<file path="src/rtl/serial_subtractor_if.sv">
// Valid/ready operand and result bundle for the bit-serial subtractor.
interface serial_subtractor_if #(
  parameter int unsigned W = 8
) ();
  logic         in_valid;
  logic         in_ready;
  logic [W-1:0] a;
  logic [W-1:0] b;
  logic         out_valid;
  logic         out_ready;
  logic [W-1:0] diff;
  logic         borrow;
  logic         ovf;

  modport master (
    output in_valid, a, b, out_ready,
    input  in_ready, out_valid, diff, borrow, ovf
  );

  modport slave (
    input  in_valid, a, b, out_ready,
    output in_ready, out_valid, diff, borrow, ovf
  );
endinterface

</file>
<file path="src/rtl/serial_subtractor.sv">
// Bit-serial W-bit subtractor, LSB first, one bit per clock: diff = a + ~b + 1.
// Operands are accepted in IDLE, shifted through RUN for W edges, and held in DONE.
module serial_subtractor #(
  parameter int unsigned W = 8
) (
  input logic                 clk,
  input logic                 aresetn,
  serial_subtractor_if.slave  bus
);

  localparam int unsigned CntW = $clog2(W);

  typedef enum logic [1:0] {StIdle, StRun, StDone} state_e;

  state_e            state_q, state_d;
  logic [W-1:0]      a_q, a_d;
  logic [W-1:0]      b_q, b_d;
  logic [W-1:0]      diff_q, diff_d;
  logic              carry_q, carry_d;
  logic [CntW-1:0]   cnt_q, cnt_d;
  logic              in_ready_q, in_ready_d;
  logic              out_valid_q, out_valid_d;
  logic              borrow_q, borrow_d;
  logic              ovf_q, ovf_d;

  logic              nb_bit;
  logic              sum_bit;
  logic              carry_out;
  logic              last_bit;
  logic              accept;

  assign nb_bit    = ~b_q[0];
  assign sum_bit   = a_q[0] ^ nb_bit ^ carry_q;
  assign carry_out = (a_q[0] & nb_bit) | (a_q[0] & carry_q) | (nb_bit & carry_q);
  assign last_bit  = (cnt_q == CntW'(W - 1));
  assign accept    = bus.in_valid && in_ready_q;

  always_ff @(posedge clk) begin
    if (!aresetn) begin
      state_q     <= StIdle;
      a_q         <= '0;
      b_q         <= '0;
      diff_q      <= '0;
      carry_q     <= 1'b0;
      cnt_q       <= '0;
      in_ready_q  <= 1'b0;
      out_valid_q <= 1'b0;
      borrow_q    <= 1'b0;
      ovf_q       <= 1'b0;
    end else begin
      state_q     <= state_d;
      a_q         <= a_d;
      b_q         <= b_d;
      diff_q      <= diff_d;
      carry_q     <= carry_d;
      cnt_q       <= cnt_d;
      in_ready_q  <= in_ready_d;
      out_valid_q <= out_valid_d;
      borrow_q    <= borrow_d;
      ovf_q       <= ovf_d;
    end
  end

  always_comb begin
    state_d = state_q;
    case (state_q)
      StIdle:  if (accept) state_d = StRun;
      StRun:   if (last_bit) state_d = StDone;
      StDone:  if (bus.out_ready) state_d = StIdle;
      default: state_d = StIdle;
    endcase
  end

  always_comb begin
    a_d         = a_q;
    b_d         = b_q;
    diff_d      = diff_q;
    carry_d     = carry_q;
    cnt_d       = cnt_q;
    in_ready_d  = in_ready_q;
    out_valid_d = out_valid_q;
    borrow_d    = borrow_q;
    ovf_d       = ovf_q;
    case (state_q)
      StIdle: begin
        in_ready_d  = 1'b1;
        out_valid_d = 1'b0;
        if (accept) begin
          a_d        = bus.a;
          b_d        = bus.b;
          carry_d    = 1'b1;
          cnt_d      = '0;
          in_ready_d = 1'b0;
        end
      end
      StRun: begin
        in_ready_d = 1'b0;
        a_d        = a_q >> 1;
        b_d        = b_q >> 1;
        diff_d     = {sum_bit, diff_q[W-1:1]};
        carry_d    = carry_out;
        if (last_bit) begin
          // carry_q here is the carry into the MSB
          out_valid_d = 1'b1;
          borrow_d    = ~carry_out;
          ovf_d       = carry_q ^ carry_out;
        end else begin
          cnt_d = cnt_q + CntW'(1);
        end
      end
      StDone: begin
        if (bus.out_ready) begin
          out_valid_d = 1'b0;
          in_ready_d  = 1'b1;
        end
      end
      default: begin
        in_ready_d  = 1'b0;
        out_valid_d = 1'b0;
      end
    endcase
  end

  assign bus.in_ready  = in_ready_q;
  assign bus.out_valid = out_valid_q;
  assign bus.diff      = diff_q;
  assign bus.borrow    = borrow_q;
  assign bus.ovf       = ovf_q;

endmodule

</file>
<file path="src/flat_wrapper.sv">
// flat-port wrapper written by rule: the top's interface ports become plain ports
module serial_subtractor_flat 
#(
  parameter int unsigned W = 8
)
  (clk, aresetn, bus_in_valid, bus_a, bus_b, bus_out_ready, bus_in_ready, bus_out_valid, bus_diff, bus_borrow, bus_ovf);
  serial_subtractor_if #(.W(W)) bus_i ();
  input logic clk;
  input logic aresetn;
  input wire logic [$bits(bus_i.in_valid)-1:0] bus_in_valid;
  input wire logic [$bits(bus_i.a)-1:0] bus_a;
  input wire logic [$bits(bus_i.b)-1:0] bus_b;
  input wire logic [$bits(bus_i.out_ready)-1:0] bus_out_ready;
  output wire logic [$bits(bus_i.in_ready)-1:0] bus_in_ready;
  output wire logic [$bits(bus_i.out_valid)-1:0] bus_out_valid;
  output wire logic [$bits(bus_i.diff)-1:0] bus_diff;
  output wire logic [$bits(bus_i.borrow)-1:0] bus_borrow;
  output wire logic [$bits(bus_i.ovf)-1:0] bus_ovf;
  assign bus_i.in_valid = bus_in_valid;
  assign bus_i.a = bus_a;
  assign bus_i.b = bus_b;
  assign bus_i.out_ready = bus_out_ready;
  assign bus_in_ready = bus_i.in_ready;
  assign bus_out_valid = bus_i.out_valid;
  assign bus_diff = bus_i.diff;
  assign bus_borrow = bus_i.borrow;
  assign bus_ovf = bus_i.ovf;
  serial_subtractor #(.W(W)) u_core (.clk(clk), .aresetn(aresetn), .bus(bus_i));
endmodule
</file>
<file path="config.mk">
export PLATFORM = sky130hd
export DESIGN_NAME = serial_subtractor_flat
export DESIGN_NICKNAME = d
export VERILOG_FILES = /design/src/rtl/serial_subtractor_if.sv /design/src/rtl/serial_subtractor.sv /design/src/flat_wrapper.sv
export SDC_FILE = /design/constraint.sdc
export NUM_CORES = 1
export LEC_CHECK = 0
export CAP_MARGIN = 10
export CORE_MARGIN = 8
export CORE_UTILIZATION = 30
export CTS_CLUSTER_SIZE = 20
export DETAILED_ROUTE_END_ITERATION = 8
export SETUP_SLACK_MARGIN = 0.3
export SKIP_CTS_REPAIR_TIMING = 1
export SYNTH_ARGS = -nofsm -noshare
export SYNTH_HDL_FRONTEND = slang
export SYNTH_SLANG_ARGS = --single-unit
</file>
<file path="constraint.sdc">
create_clock -name clk -period 2.07 [get_ports clk]
set_input_delay 0.414 -clock clk [delete_from_list [all_inputs] [get_ports clk]]
set_output_delay 0.414 -clock clk [all_outputs]
set_load 0.01 [all_outputs]
</file>
==> results of run 1 <==
==> area by class of cell <==
| cell class | count | area (µm²) | share of cell area, % |
|---|---|---|---|
| clock buffer | 7 | 86.3 | 4.15 |
| clock inverter | 1 | 5.00 | 0.241 |
| inverter | 2 | 7.51 | 0.361 |
| multi-input combinational | 103 | 843 | 40.6 |
| sequential | 34 | 682 | 32.8 |
| tap | 70 | 87.6 | 4.21 |
| timing repair buffer | 37 | 368 | 17.7 |
==> registers in the layout, indices dropped and copies added (netlist names) <==
signal / flops
u_core.state_q: 2
u_core.bus.diff: 8
u_core.bus.in_ready: 1
u_core.bus.borrow: 1
u_core.cnt_q: 3
u_core.carry_q: 1
u_core.bus.out_valid: 1
u_core.a_q: 8
u_core.b_q: 8
u_core.bus.ovf: 1
==> metal layers <==
metal	GRT usage, %	up-vias
li1	-	626
met1	11.9	579
met2	14.7	26
met3	4.04	5
met4	3.63	0
met5	0	-
==> Yosys cell counts, drive strengths merged (2+ instances only) <==
cell	instances	area share, %
o21ai	2	0.62
inv	2	0.46
and3b	2	1.1
buf	6	3.2
nand2b	2	1.2
o211a	2	1.2
nand2	22	5.1
dfxtp	34	42
o221a	2	1.4
o21bai	13	6.0
o311a	13	8.0
a21oi	2	0.62
mux2	13	11
nor4b	2	1.1
nor3b	2	0.93
ha	2	1.5
clkbuf	10	2.3
a32o	2	1.2
a21boi	10	4.6
nor2b	2	0.77
==> cells in the final DEF, fill, tap and decap left out, types with 2 or more instances in the layout <==
cell and count:
dfxtp_1 33, nand2_1 22, o21bai_1 13, a21boi_0 10
o21ai_0 2, ha_1 2, nor4b_1 2, inv_1 2
nor2b_1 2, clkdlybuf4s50_1 31, o211a_1 2, a32o_1 2
and3b_1 2, nor3b_1 2, mux2_2 5, o221a_2 2
mux2_4 8, buf_4 5, clkbuf_8 6, o311a_1 13
==> power breakdown <==
group / internal, W / total (W) / switching [W]
Clock: 0.000268 / 0.000495 / 0.000227
Sequential: 0.000699 / 0.000728 / 0.0000296
Combinational: 0.000157 / 0.000264 / 0.000107
Total: 0.00112 / 0.00149 / 0.000364
==> stage by stage <==
stage | setup slack, ns | hold slack, ns
finish | 0.450 | 0.469
CTS | 0.352 | 0.479
global placement | 0.364 | 0.459
detailed placement | 0.323 | 0.469
floorplan | 0.597 | 0.444
global route | 0.344 | 0.499
==> kinds of logic after synthesis <==
| logic type | synth area share [%] |
|---|---|
| AOI/OAI and AO/OA | 25.8 |
| adders and majority gates | 2.79 |
| DFF | 42.1 |
| and+or+nand+nor | 11.9 |
| xor gates and xnor gates | 0.542 |
| buffers and inverters | 5.96 |
| muxes | 10.9 |
==> final timing paths <==
check                               endpoint  slack [ns]
max                             bus_in_ready        0.45
min          u_core.bus.diff[0]$_SDFFE_PN0N_        0.47
max reg2reg       u_core.a_q[0]$_SDFFE_PN0P_        0.46
min reg2reg  u_core.bus.diff[0]$_SDFFE_PN0N_        0.47
==> summary.md, run 1 <==
| Metric | Value |
|---|---|
| Post-DP HPWL | between 2 and 3 mm |
| Largest net degree at the start of global routing | 37 |
| Depth of the CTS H-tree | 2 |
| Routability cong. | approximately 0.69 |
| TritonCTS clock tree | built |
| Top Ports | 32 |
| Area growth, synth to finish | 28.6% |
| Post-Place Cell Area | between 1500 and 2000 µm² |
| Final TNS setup | 0 ns |
| Asr flop ratio synth | 0% |
| Final core utilization | between 40% and 50% |
| Initial antenna violation count | 0 |
| Final instance area | ~2100 µm² |
| DRC Markers | 0 |
| Sink Count | 34 |
| Max Cap Viol | 0 |
| Tot GR Track Use | 9.70% |
| Top sig layer | met4 |
| Net count after synthesis | between 150 and 200 |
| Clk slew on worst S/H paths | 0.07 ns |
| Vias in the first global route | roughly 1,200 |
| Worst R2R Path Depth | 3 |
| Hold WC Path Type | reg -> reg |
| CP top delay family | buffers and inverters |
| Levels on crit path | 1 |
| Reg2reg start | u_core.state_q[0]$_SDFFE_PN0P_ |
| Post-synthesis cell count | ~160 |
| Period utilization | about 78% |
| Cell area after synthesis | ~1600 µm² |
| Crit path buffers/inverters | 1 |
| Yosys warns | 0 |
| IO Port Bufs | 31 |
| Initial Util | 31.5% |
| Final Hold Fails | 0 |
| Root Driver | clkbuf_8 |
| Post-DRT Antenna Nets | 0 |
| Crit Path Max Fanout | 6 |
| Worst ir drop on vdd | between 0.0003 and 0.0004 V |
| Ys flop type | dfxtp_1 |
| Slew at the pin closest to its max-slew limit | approximately 0.46 ns |
| Setup Viol. Count Final | 0 |
| Num CTS Buffers | 5 |
| Syn_area_per_cell | around 10 µm² |
| Wl on met1 | approximately 1.8 mm |
| Final Slew Violations | 0 |
| Fmax | a little over 600 MHz |
| Startpoint Class | flop |
| GR Overflow Total | 0 |
| Slew margin rel. | between 60 and 70% |
| Core Rows | 26 |
| Clk buf depth | 2 |
| Slowest stage delay, CP | 0.55 ns |
| CP cell instances | clkdlybuf4s50_1 |
| Slowest cell on the critical path | clkdlybuf4s50_1 |
| Ant diodes | 0 |
| Core ar. | between 5000 and 6000 µm² |
| Setup Crit Path Kind | reg -> out |
| Seq cells post-synth | 34 |
| Dpl cells | between 200 and 250 |
| Avg Vias per Cell | between 4 and 5 |
| Die height | approximately 90 µm |
| Via count | 1,236 |
| Met3 wire len | approximately 240 µm |
| Outcome | finished clean |
| Die ar. | about 8000 µm² |
| Routed WL | 3.62 mm |
| Worst hold path startpoint | u_core.bus.diff[0]$_SDFFE_PN0N_ |
| Number of synthesized flops with an enable pin | 0 |
| First drt pass iteration count | 4 |
| Layout cells sized above 1 | approximately 18% |
| Final Critical Period | 1.62 ns |
| Die width | between 80 and 90 µm |
| Metal2 WL | 1.54 mm |
| Nets@finish | about 200 |
| Skew final | between 0.003 and 0.004 ns |
| Worst setup startpoint | u_core.bus.in_ready$_SDFFE_PN0P_ |
| PD cells | 715 nW/µm² |
| Total power draw | approximately 0.0015 W |
| CP Data Arrival Time | 1.21 ns |
| Lkg Pwr | roughly 0.83 nW |
| First-pass GRT wire length | a little under 6 mm |
| Min-Delay Path Depth | 2 |
| Sequential fraction of the synthesis area | between 40% and 50% |
| Initial drt markers | 52 |
| Cell variety after synth | 35 |
| Drt wl/cell | roughly 14 µm |
| Clk Latency, worst-skew pair | 0.28 ns |
| Setup crit end kind | output pin |
| Fin cells | 254 |
| Crit path required time | 1.66 ns |
| Unrepaired setup endpoints after global routing | false |
| Fillers | 552 |
Power figures use the tool's default switching activity.
==> run 2: changes to the inputs <==
- clock period: 2.07 -> 1.4 ns (I/O delays scaled with it)
==> run 2 against run 1 <==
Wire length rose by 12%. Final area up 11%. Setup slack got worse by 0.37 ns. Non-clock buffer count is 12 higher. Global-route usage increased by 0.15 points. Clock skew grew 0.00068 ns. First-iteration DRC count decreased by 1.9%. Hold slack lost 0.046 ns. Clock-buffer cell count unchanged. Die area unchanged. Sequential cell count is the same. Critical path type is now reg -> reg.
==> summary.md, run 2 (synthesis gave the netlist of run 1 again) <==
| Metric | Value |
|---|---|
| Skew final | 0.00446 ns (+0.000679 ns) |
| Area growth, synth to finish | 42.9% |
| Setup Crit Path Kind | reg -> reg |
| Die width | 89.4 µm (unchanged) |
| Critical path endpoint | u_core.a_q[6]$_SDFFE_PN0P_ |
| Ant diodes | 0 (unchanged) |
| Unrepaired setup endpoints after global routing | true |
| Slew margin rel. | 75.5% (+6.2 points) |
| Routed WL | 4.04 mm (+12%) |
| Root Driver | clkbuf_8 |
| Fmax | 755 MHz |
| Final Hold Fails | 0 (unchanged) |
| Reg2reg start | u_core.state_q[1]$_SDFFE_PN0P_ |
| Drt wl/cell | 15.1 µm (+6.1%) |
| First-pass GRT wire length | 6.15 mm (+4.2%) |
| Worst R2R Path Depth | 3 (unchanged) |
| Crit Path Max Fanout | 7 (+1) |
| Largest net degree at the start of global routing | 30 (-19%) |
| TritonCTS clock tree | built |
| Final TNS setup | 0 ns (unchanged) |
| Sink Count | 34 (unchanged) |
| Max Cap Viol | 0 (unchanged) |
| Routability cong. | 0.739 (+7.5%) |
| Startpoint Class | flop |
| Outcome | finished clean |
| Avg Vias per Cell | 5.01 (+2.9%) |
| Layout cells sized above 1 | 38.6% (+21 points) |
| Vias in the first global route | 1,366 (+11%) |
| Slew at the pin closest to its max-slew limit | 0.367 ns (-0.0923 ns) |
| Die ar. | 7990 µm² (unchanged) |
| Clk Latency, worst-skew pair | 0.28 ns (about the same) |
| Seq. cell area | 701 µm² (+2.8%) |
| Post-DP HPWL | 2.53 mm (+0.49%) |
| Total power draw | 0.00231 W (+56%) |
| Period utilization | a little over nine tenths |
| Final Slew Violations | 0 (unchanged) |
| Final Critical Period | about 1.3 ns |
| Top Ports | 32 (unchanged) |
| Clk buf depth | 2 (unchanged) |
| Depth of the CTS H-tree | 2 (unchanged) |
| Tot GR Track Use | 9.85% (+0.15 points) |
| IO Port Bufs | 31 (unchanged) |
| Clk slew on worst S/H paths | 0.07 ns (about the same) |
| Setup Viol. Count Final | 0 (unchanged) |
| Wl on met1 | 1.76 mm (-1.9%) |
| Met3 wire len | 312 µm (+30%) |
| Top sig layer | met4 |
| GR Overflow Total | 0 (unchanged) |
| Core ar. | 5140 µm² (unchanged) |
| First drt pass iteration count | 4 (unchanged) |
| Fillers | 524 (-5.1%) |
| Dpl ws | -0.132 ns (-0.454 ns) |
| Initial antenna violation count | 0 (unchanged) |
| CP Data Arrival Time | 1.49 ns (+0.28 ns) |
| R2R setup slack | 0.08 ns (-0.38 ns) |
| Die height | 89.4 µm (unchanged) |
| Final hold slack | 0.423 ns (-0.0461 ns) |
| Nets@finish | 219 (+6.3%) |
| Worst ir drop on vdd | 0.000631 V (+96%) |
| Worst setup startpoint | u_core.state_q[1]$_SDFFE_PN0P_ |
| Combined area of the multi-input logic cells | 950 µm² (+13%) |
| Core Rows | 26 (unchanged) |
| Crit path required time | 1.57 ns (-0.09 ns) |
| Num CTS Buffers | 5 (unchanged) |
| Initial drt markers | 51 (-1.9%) |
| Hold WC Path Type | in -> reg |
| Lkg Pwr | 1.05 nW (+26%) |
| DRC Markers | 0 (unchanged) |
| Via count | 1,337 (+8.2%) |
| Setup crit end kind | flop |
| Commonest non-fill, non-tap cell in the layout | dfxtp_1 |
| Post-route setup slack | 0.0757 ns (-0.374 ns) |
| Reg-to-reg critical path endpoint | u_core.a_q[6]$_SDFFE_PN0P_ |
| Metal2 WL | 1.91 mm (+24%) |
| Initial Util | 31.5% (unchanged) |
| Post-DRT Antenna Nets | 0 (unchanged) |
| Most frequent cells in the layout | 22 x dfxtp_1, 19 x nand2_1, 17 x clkdlybuf4s50_1 |
| PD cells | 1000 nW/µm² (+40%) |
-- run 2: cell count changes in the layout (fill, tap and decap cells not counted), sizes merged --
| cell | previous run | this run |
|---|---|---|
| buf | 6 | 17 |
| clkdlybuf4s50 | 31 | 17 |
| clkbuf | 7 | 17 |
| nand2b | 2 | 3 |
| dlymetal6s2s | 0 | 5 |
-- run 2: area by class of cell --
type / instances / area share [%]
Timing Repair Buffer: 49 / 20.5
Sequential cell: 34 / 30.3
Clock inverter: 1 / 0.217
Clock buffer: 7 / 3.74
Inverter: 2 / 0.325
Multi-Input combinational cell: 104 / 41.1
Tap cell: 70 / 3.79
-- run 2: layer usage --
layer / vias up / track usage (%)
met4: 0 / 3.63
met3: 7 / 4.14
met5: - / 0
met1: 633 / 11.3
li1: 656 / -
met2: 41 / 15.9
-- run 2: worst max-delay path, cell delays in order, from the launching register on --
cell and delay [ns]:
dfxtp_4 0.38, nand2b_4 0.21, mux2_4 0.31, o311a_1 0.32
-- run 2: power breakdown --
| part | internal, W | leakage [nW] | switching (W) |
|---|---|---|---|
| combinational | 0.000298 | 0.718 | 0.000189 |
| clock | 0.000397 | 0.0482 | 0.000346 |
| sequential | 0.00103 | 0.284 | 0.0000494 |
-- run 2: worst min path at each step --
stage | from | endpoint | slack [ns] | cells past startpoint
finish | aresetn | u_core.cnt_q[0]$_SDFFE_PN0P_ | 0.42 | 2
global route | u_core.bus.diff[0]$_SDFFE_PN0N_ | u_core.bus.diff[0]$_SDFFE_PN0N_ | 0.47 | 2
CTS | u_core.bus.diff[0]$_SDFFE_PN0N_ | u_core.bus.diff[0]$_SDFFE_PN0N_ | 0.47 | 2
detailed placement | u_core.bus.diff[0]$_SDFFE_PN0N_ | u_core.bus.diff[0]$_SDFFE_PN0N_ | 0.46 | 2
global placement | u_core.bus.diff[0]$_SDFFE_PN0N_ | u_core.bus.diff[0]$_SDFFE_PN0N_ | 0.46 | 2
floorplan | bus_a[7] | u_core.a_q[7]$_SDFFE_PN0P_ | 0.43 | 2
-- run 2: stage by stage --
step	util, %	cell area [µm²]	cells
finish	44.9	2310	267
global route	44.9	2310	267
CTS	41.9	2150	260
detailed placement	40.1	2060	252
global placement	40.1	2060	252
floorplan	-	1650	155
==> run 3: changes to the inputs <==
- REMOVE_ABC_BUFFERS: not set -> 1
==> run 3 against run 2 <==
First-iteration DRC count shrank 5.9%. Non-clock buffer count increased by 6. Total power rose by 2.1%. Sequential cell count stayed put. Sequential power about the same. Fmax decreased by 1.4%. Core utilization increased by 2.0 points. Global-route usage shrank 0.56 points. Setup slack worse by 0.019 ns. Sequential share of layout area decreased by 1.4 points. Register-to-register slack got worse by 0.02 ns. Largest cell class unchanged. Largest power group unchanged.
==> summary.md, run 3 (synthesis gave the netlist of run 1 again) <==
| Metric | Value |
|---|---|
| CP cell instances | buf_6 > a21oi_4 > clkbuf_16 > o21bai_1 > o311a_1 |
| Via count | 1,343 (+0.45%) |
| DRC Markers | 0 (unchanged) |
| Setup crit end kind | flop |
| Clk slew on worst S/H paths | 0.07 ns (about the same) |
| Post-DRT Antenna Nets | 0 (unchanged) |
| Crit Path Max Fanout | 14 (+7) |
| CP Data Arrival Time | 1.51 ns (+0.02 ns) |
| Total power draw | 0.00236 W (+2.1%) |
| Final Hold Fails | 0 (unchanged) |
| Max Cap Viol | 0 (unchanged) |
| Slew at the pin closest to its max-slew limit | 0.381 ns (+0.0138 ns) |
| Combinational power share | 22.2% (+1.1 points) |
| Reg2reg start | u_core.state_q[0]$_SDFFE_PN0P_ |
| Vias in the first global route | 1,295 (-5.2%) |
| Worst ir drop on vdd | 0.000644 V (+2.0%) |
| Sw Share | 25.8% (+0.56 points) |
| Initial Util | 31.5% (unchanged) |
| Drt wl/cell | 15.2 µm (+0.42%) |
| Hold WC Path Type | reg -> reg |
| Final TNS setup | 0 ns (unchanged) |
| Skew final | 0.00470 ns (+0.000237 ns) |
| Initial antenna violation count | 0 (unchanged) |
| P_int | 0.00175 W (+1.4%) |
| Reg power frac | 45.8% (-1.0 points) |
| Die width | 89.4 µm (unchanged) |
| Root Driver | clkbuf_8 |
| First-pass GRT wire length | 5.83 mm (-5.2%) |
| Core ar. | 5140 µm² (unchanged) |
| Routed WL | 4.15 mm (+2.7%) |
| Slowest cell on the critical path | dfxtp_4 |
| Final Critical Period | 1.34 ns (+0.0193 ns) |
| PD cells | 978 nW/µm² (-2.3%) |
| Clk buf depth | 2 (unchanged) |
| Core Rows | 26 (unchanged) |
| IO Port Bufs | 31 (unchanged) |
| Final Slew Violations | 0 (unchanged) |
| Most frequent cells in the layout | 23 x dfxtp_1, 17 x clkdlybuf4s50_1 |
| Final hold slack | 0.463 ns (+0.0399 ns) |
| Slowest stage delay, CP | 0.38 ns (about the same) |
| Post-Place Cell Area | 2050 µm² (-0.79%) |
| Lkg Pwr | 1.08 nW (+2.7%) |
| Worst hold path startpoint | u_core.bus.diff[0]$_SDFFE_PN0N_ |
| Routability cong. | 0.720 (-2.6%) |
| Ant diodes | 0 (unchanged) |
| Die ar. | 7990 µm² (unchanged) |
| Area growth, synth to finish | 49.4% |
| Slew margin rel. | 74.6% (-0.91 points) |
| Num CTS Buffers | 5 (unchanged) |
| Sw power | 0.000610 W (+4.4%) |
| Final instance area | 2410 µm² (+4.6%) |
| Top Ports | 32 (unchanged) |
| Nets@finish | 225 (+2.7%) |
| Clk Latency, worst-skew pair | 0.28 ns (about the same) |
| Setup Crit Path Kind | reg -> reg |
| Startpoint Class | flop |
| Outcome | finished clean |
| TritonCTS clock tree | built |
| Tot GR Track Use | 9.29% (-0.56 points) |
| Fmax | 744 MHz (-1.4%) |
| GR Overflow Total | 0 (unchanged) |
| Clock share of power | 32.0% (about the same) |
| Setup Viol. Count Final | 0 (unchanged) |
| Min-Delay Path Depth | 2 (unchanged) |
| Avg Vias per Cell | 4.92 (-1.8%) |
| First drt pass iteration count | 4 (unchanged) |
| Sink Count | 34 (unchanged) |
| Period utilization | 96.0% (+1.4 points) |
| Largest net degree at the start of global routing | 29 (-3.3%) |
| Worst setup startpoint | u_core.state_q[0]$_SDFFE_PN0P_ |
| Die height | 89.4 µm (unchanged) |
| Layout cells sized above 1 | 45.8% (+7.2 points) |
| Initial drt markers | 48 (-5.9%) |
| Crit path required time | 1.57 ns (about the same) |
| Worst R2R Path Depth | 5 (+2) |
| Fillers | 513 (-2.1%) |
| Post-DP HPWL | 2.45 mm (-3.2%) |
| Commonest non-fill, non-tap cell in the layout | dfxtp_1 |
| Unrepaired setup endpoints after global routing | true |
| Depth of the CTS H-tree | 2 (unchanged) |
## run 3: cell types whose count changed in the layout (fill, tap and decap cells not counted), moves of 2 or more
cell,previous run,this run
a21boi_1,10,8
a21boi_2,0,2
buf_2,0,2
buf_4,8,12
nand2_1,19,13
nand2_2,3,9
## run 3: metrics by stage
| stage | util (%) | cells | setup WS (ns) |
|---|---|---|---|
| finish | 47.0 | 273 | 0.0564 |
| global placement | 39.8 | 254 | -0.143 |
| CTS | 41.6 | 262 | -0.167 |
| global route | 47.0 | 273 | 0.0185 |
| detailed placement | 39.8 | 254 | -0.159 |
| floorplan | - | 139 | -0.610 |
## run 3: worst paths after layout
check | endpoint | slack, ns
max | u_core.b_q[6]$_SDFFE_PN0P_ | 0.06
min | u_core.bus.diff[0]$_SDFFE_PN0N_ | 0.46
min reg2reg | u_core.bus.diff[0]$_SDFFE_PN0N_ | 0.46
max reg2reg | u_core.b_q[6]$_SDFFE_PN0P_ | 0.06
## run 3: layout make-up
class	instances	area, µm²	area share (%)
inverters	2	7.51	0.311
flip-flops and latches	34	699	29.0
clock inverters	1	5.00	0.207
well taps	70	87.6	3.63
clock buffers	7	86.3	3.58
multi-input cells	104	992	41.1
repair buffers	55	537	22.2
## run 3: worst max-delay path: cells and delay by family (launching register included)
family                 cells  cell delay, ns
buffers and inverters      2            0.38
DFF                        1            0.38
AOI/OAI and AO/OA          3            0.47
## run 3: power by group through the flow
stage	sequential, W	combinational (W)	clock, W
after floorplan	0.00109	0.000240	0
after global placement	0.00109	0.000409	0
after detailed placement	0.00109	0.000411	0
after CTS	0.00107	0.000413	0.000774
after global routing	0.00109	0.000564	0.000823
final	0.00108	0.000525	0.000755
## run 3: layer usage
metal | GRT usage, % | share of wire (%) | vias to the layer above
li1 | - | - | 669
met1 | 10.8 | 48 | 639
met2 | 14.9 | 47 | 30
met3 | 3.58 | 4.6 | 5
met4 | 3.78 | 0.77 | 0
met5 | 0 | 0 | -
==> RTL edit: new RTL, config.mk and constraints of run 1 <==
Re-encode `state_e` (3 states) as one-hot, 3 bits wide.
--- a/src/rtl/serial_subtractor.sv
+++ b/src/rtl/serial_subtractor.sv
@@ -10,7 +10,7 @@
 
   localparam int unsigned CntW = $clog2(W);
 
-  typedef enum logic [1:0] {StIdle, StRun, StDone} state_e;
+  typedef enum logic [2:0] {StIdle = 3'b001, StRun = 3'b010, StDone = 3'b100} state_e;
 
   state_e            state_q, state_d;
   logic [W-1:0]      a_q, a_d;
Formal check against the unedited RTL: no difference found for any inputs over 10 cycles, from zero or initial values and one cycle with aresetn low; not proved beyond that.
==> RTL edit against run 1 <==
Sequential power decreased by 2%; die area increased by 0.19%; sequential cell count is 1 higher; non-clock buffer count grew 6; worst hold slack got worse by 0.0060 ns; highest routed layer unchanged; global-route usage up 0.53 points; design area rose by 2.2%; core utilization is 0.64 points higher; total power shrank 11%; worst setup slack lost 0.071 ns; wire length increased by 13%; clock skew grew 0.0046 ns; area after synthesis rose by 0.23%; critical path depth is the same.
==> RTL edit: results (changes against run 1) <==
- Compound-gate portion of the synthesized area: 26.64% (+0.87 points)
- Largest fanout on the critical path: 5 (-1)
- Synth Net Count: 206 (+16%)
- Worst reg2reg setup slack: 0.38 ns (-0.08 ns)
- Skew final: 0.008346 ns (+0.004567 ns)
- Sw power: 316.5 µW (-13%)
- Largest net degree at the start of global routing: 26 (-30%)
- Met1 Usage GRT: 12.64% (+0.72 points)
- Gr usage total: 10.22% (+0.53 points)
- Maximum VDD drop: 0.2822 mV (-12%)
- Inverters: 3 (+1)
- Met3 wire length: 254 µm (+5.8%)
- Top cells by area, synth: dfxtp_1 43%, a21oi_1 9.0%, a32oi_1 7.6%
- Number of multi-input logic gates: 130 (+26%)
- Synth cell types: 33 (-5.7%)
- Via Count: 1514 (+22%)
- Layout Nets: 241 (+17%)
- Leak: 0.0007063 µW (-15%)
- Critical path arrival: 1.28 ns (+0.07 ns)
- Total placed instance area: 0.002007 mm² (+1.0%)
- ClkCell Share: 3.826% (-0.57 points)
- RePlAce Congestion: 0.6990 (+1.7%)
- Vias in the first global route: 1385 (+13%)
- Top cells by count, synth: 35 x dfxtp_1, 29 x a21oi_1, 21 x nand2_1
- WL/cell: 14.18 µm (-0.48%)
- Fill count: 551 (-0.18%)
- Post-synthesis mux area share: 1.236% (-9.7 points)
- Flip-flop and latch count: 35 (+2.9%)
- Signal buf overhead: 18.83% (+1.1 points)
- DR WL met2: 1.922 mm (+25%)
- Seq/Total Area, Yosys: 43.24% (+1.1 points)
- Share of cells above drive strength 1: 10.05% (-7.9 points)
- Slowest stage delay, CP: 0.57 ns (+0.02 ns)
- Syn. warnings: 0 (unchanged)
- Plain + repair buffers: 43 (+16%)
- Wl on met1: 1.896 mm (+5.5%)
- Reg-to-reg critical path endpoint: u_core.cnt_q[2]
- Final instance area: 0.002126 mm² (+2.2%)
- HPWL Detailed: 2.720 mm (+8.2%)
- Outcome: completed
- Drt initial violations: 71 (+37%)
- Met3 Use GR: 3.493% (-0.55 points)
- Post-synthesis xor/xnor area fraction: 0.5405% (-0.0013 points)
- Post-synthesis adder-cell area fraction: 2.780% (-0.0065 points)
- Worst Reg-to-Reg Cells: 5 (+2)
- Worst rel slew slack: 69.97% (+0.69 points)
- Worst flop-to-flop path startpoint: u_core.cnt_q[0]
## RTL edit: cell count changes in the layout (fill, tap and decap cells not counted), sizes merged, moves of 9 or more
| cell | change |
|---|---|
| o21bai | -13 |
| a31oi | +13 |
| o311a | -13 |
| and2 | +16 |
| a32oi | +14 |
| a21oi | +28 |
| a21boi | -9 |
| mux2 | -13 |
## RTL edit: through the flow
step                      instances  hold slack, ns  total power (µW)  worst slack, ns  utilization (%)
after global placement          277          0.4460             868.7           0.2532            38.80
after CTS                       285          0.4686              1338           0.3559            40.37
after global routing            289          0.4919              1390           0.3102            41.10
after floorplan                 183          0.4385             805.9           0.5350                -
after detailed placement        277          0.4588             869.1           0.2264            38.80
final                           289          0.4634              1326           0.3793            41.10
## RTL edit: how the worst max path moves through the flow
| stage | slack [ns] | cells past startpoint | from | endpoint |
|---|---|---|---|---|
| after floorplan | 0.53 | 5 | u_core.cnt_q[0] | u_core.cnt_q[1] |
| after CTS | 0.36 | 1 | u_core.bus.in_ready | bus_in_ready |
| after global routing | 0.31 | 5 | u_core.cnt_q[0] | u_core.cnt_q[1] |
| final | 0.38 | 1 | u_core.bus.in_ready | bus_in_ready |
| after global placement | 0.25 | 4 | bus_in_valid | u_core.cnt_q[2] |
| after detailed placement | 0.23 | 4 | bus_in_valid | u_core.cnt_q[2] |
## RTL edit: cell families after synthesis
logic type / after synthesis
DFF: 35
and+or+nand+nor: 56
xor gates and xnor gates: 1
adders and majority gates: 3
buffers and inverters: 18
muxes: 2
AOI/OAI and AO/OA: 68
## RTL edit: power groups by stage
stage / clock [µW] / sequential [µW] / combinational (µW)
after floorplan: 0 / 724 / 81.9
after global placement: 0 / 732 / 137
after CTS: 484 / 717 / 137
after global routing: 517 / 720 / 153
final: 469 / 717 / 140
after detailed placement: 0 / 732 / 137
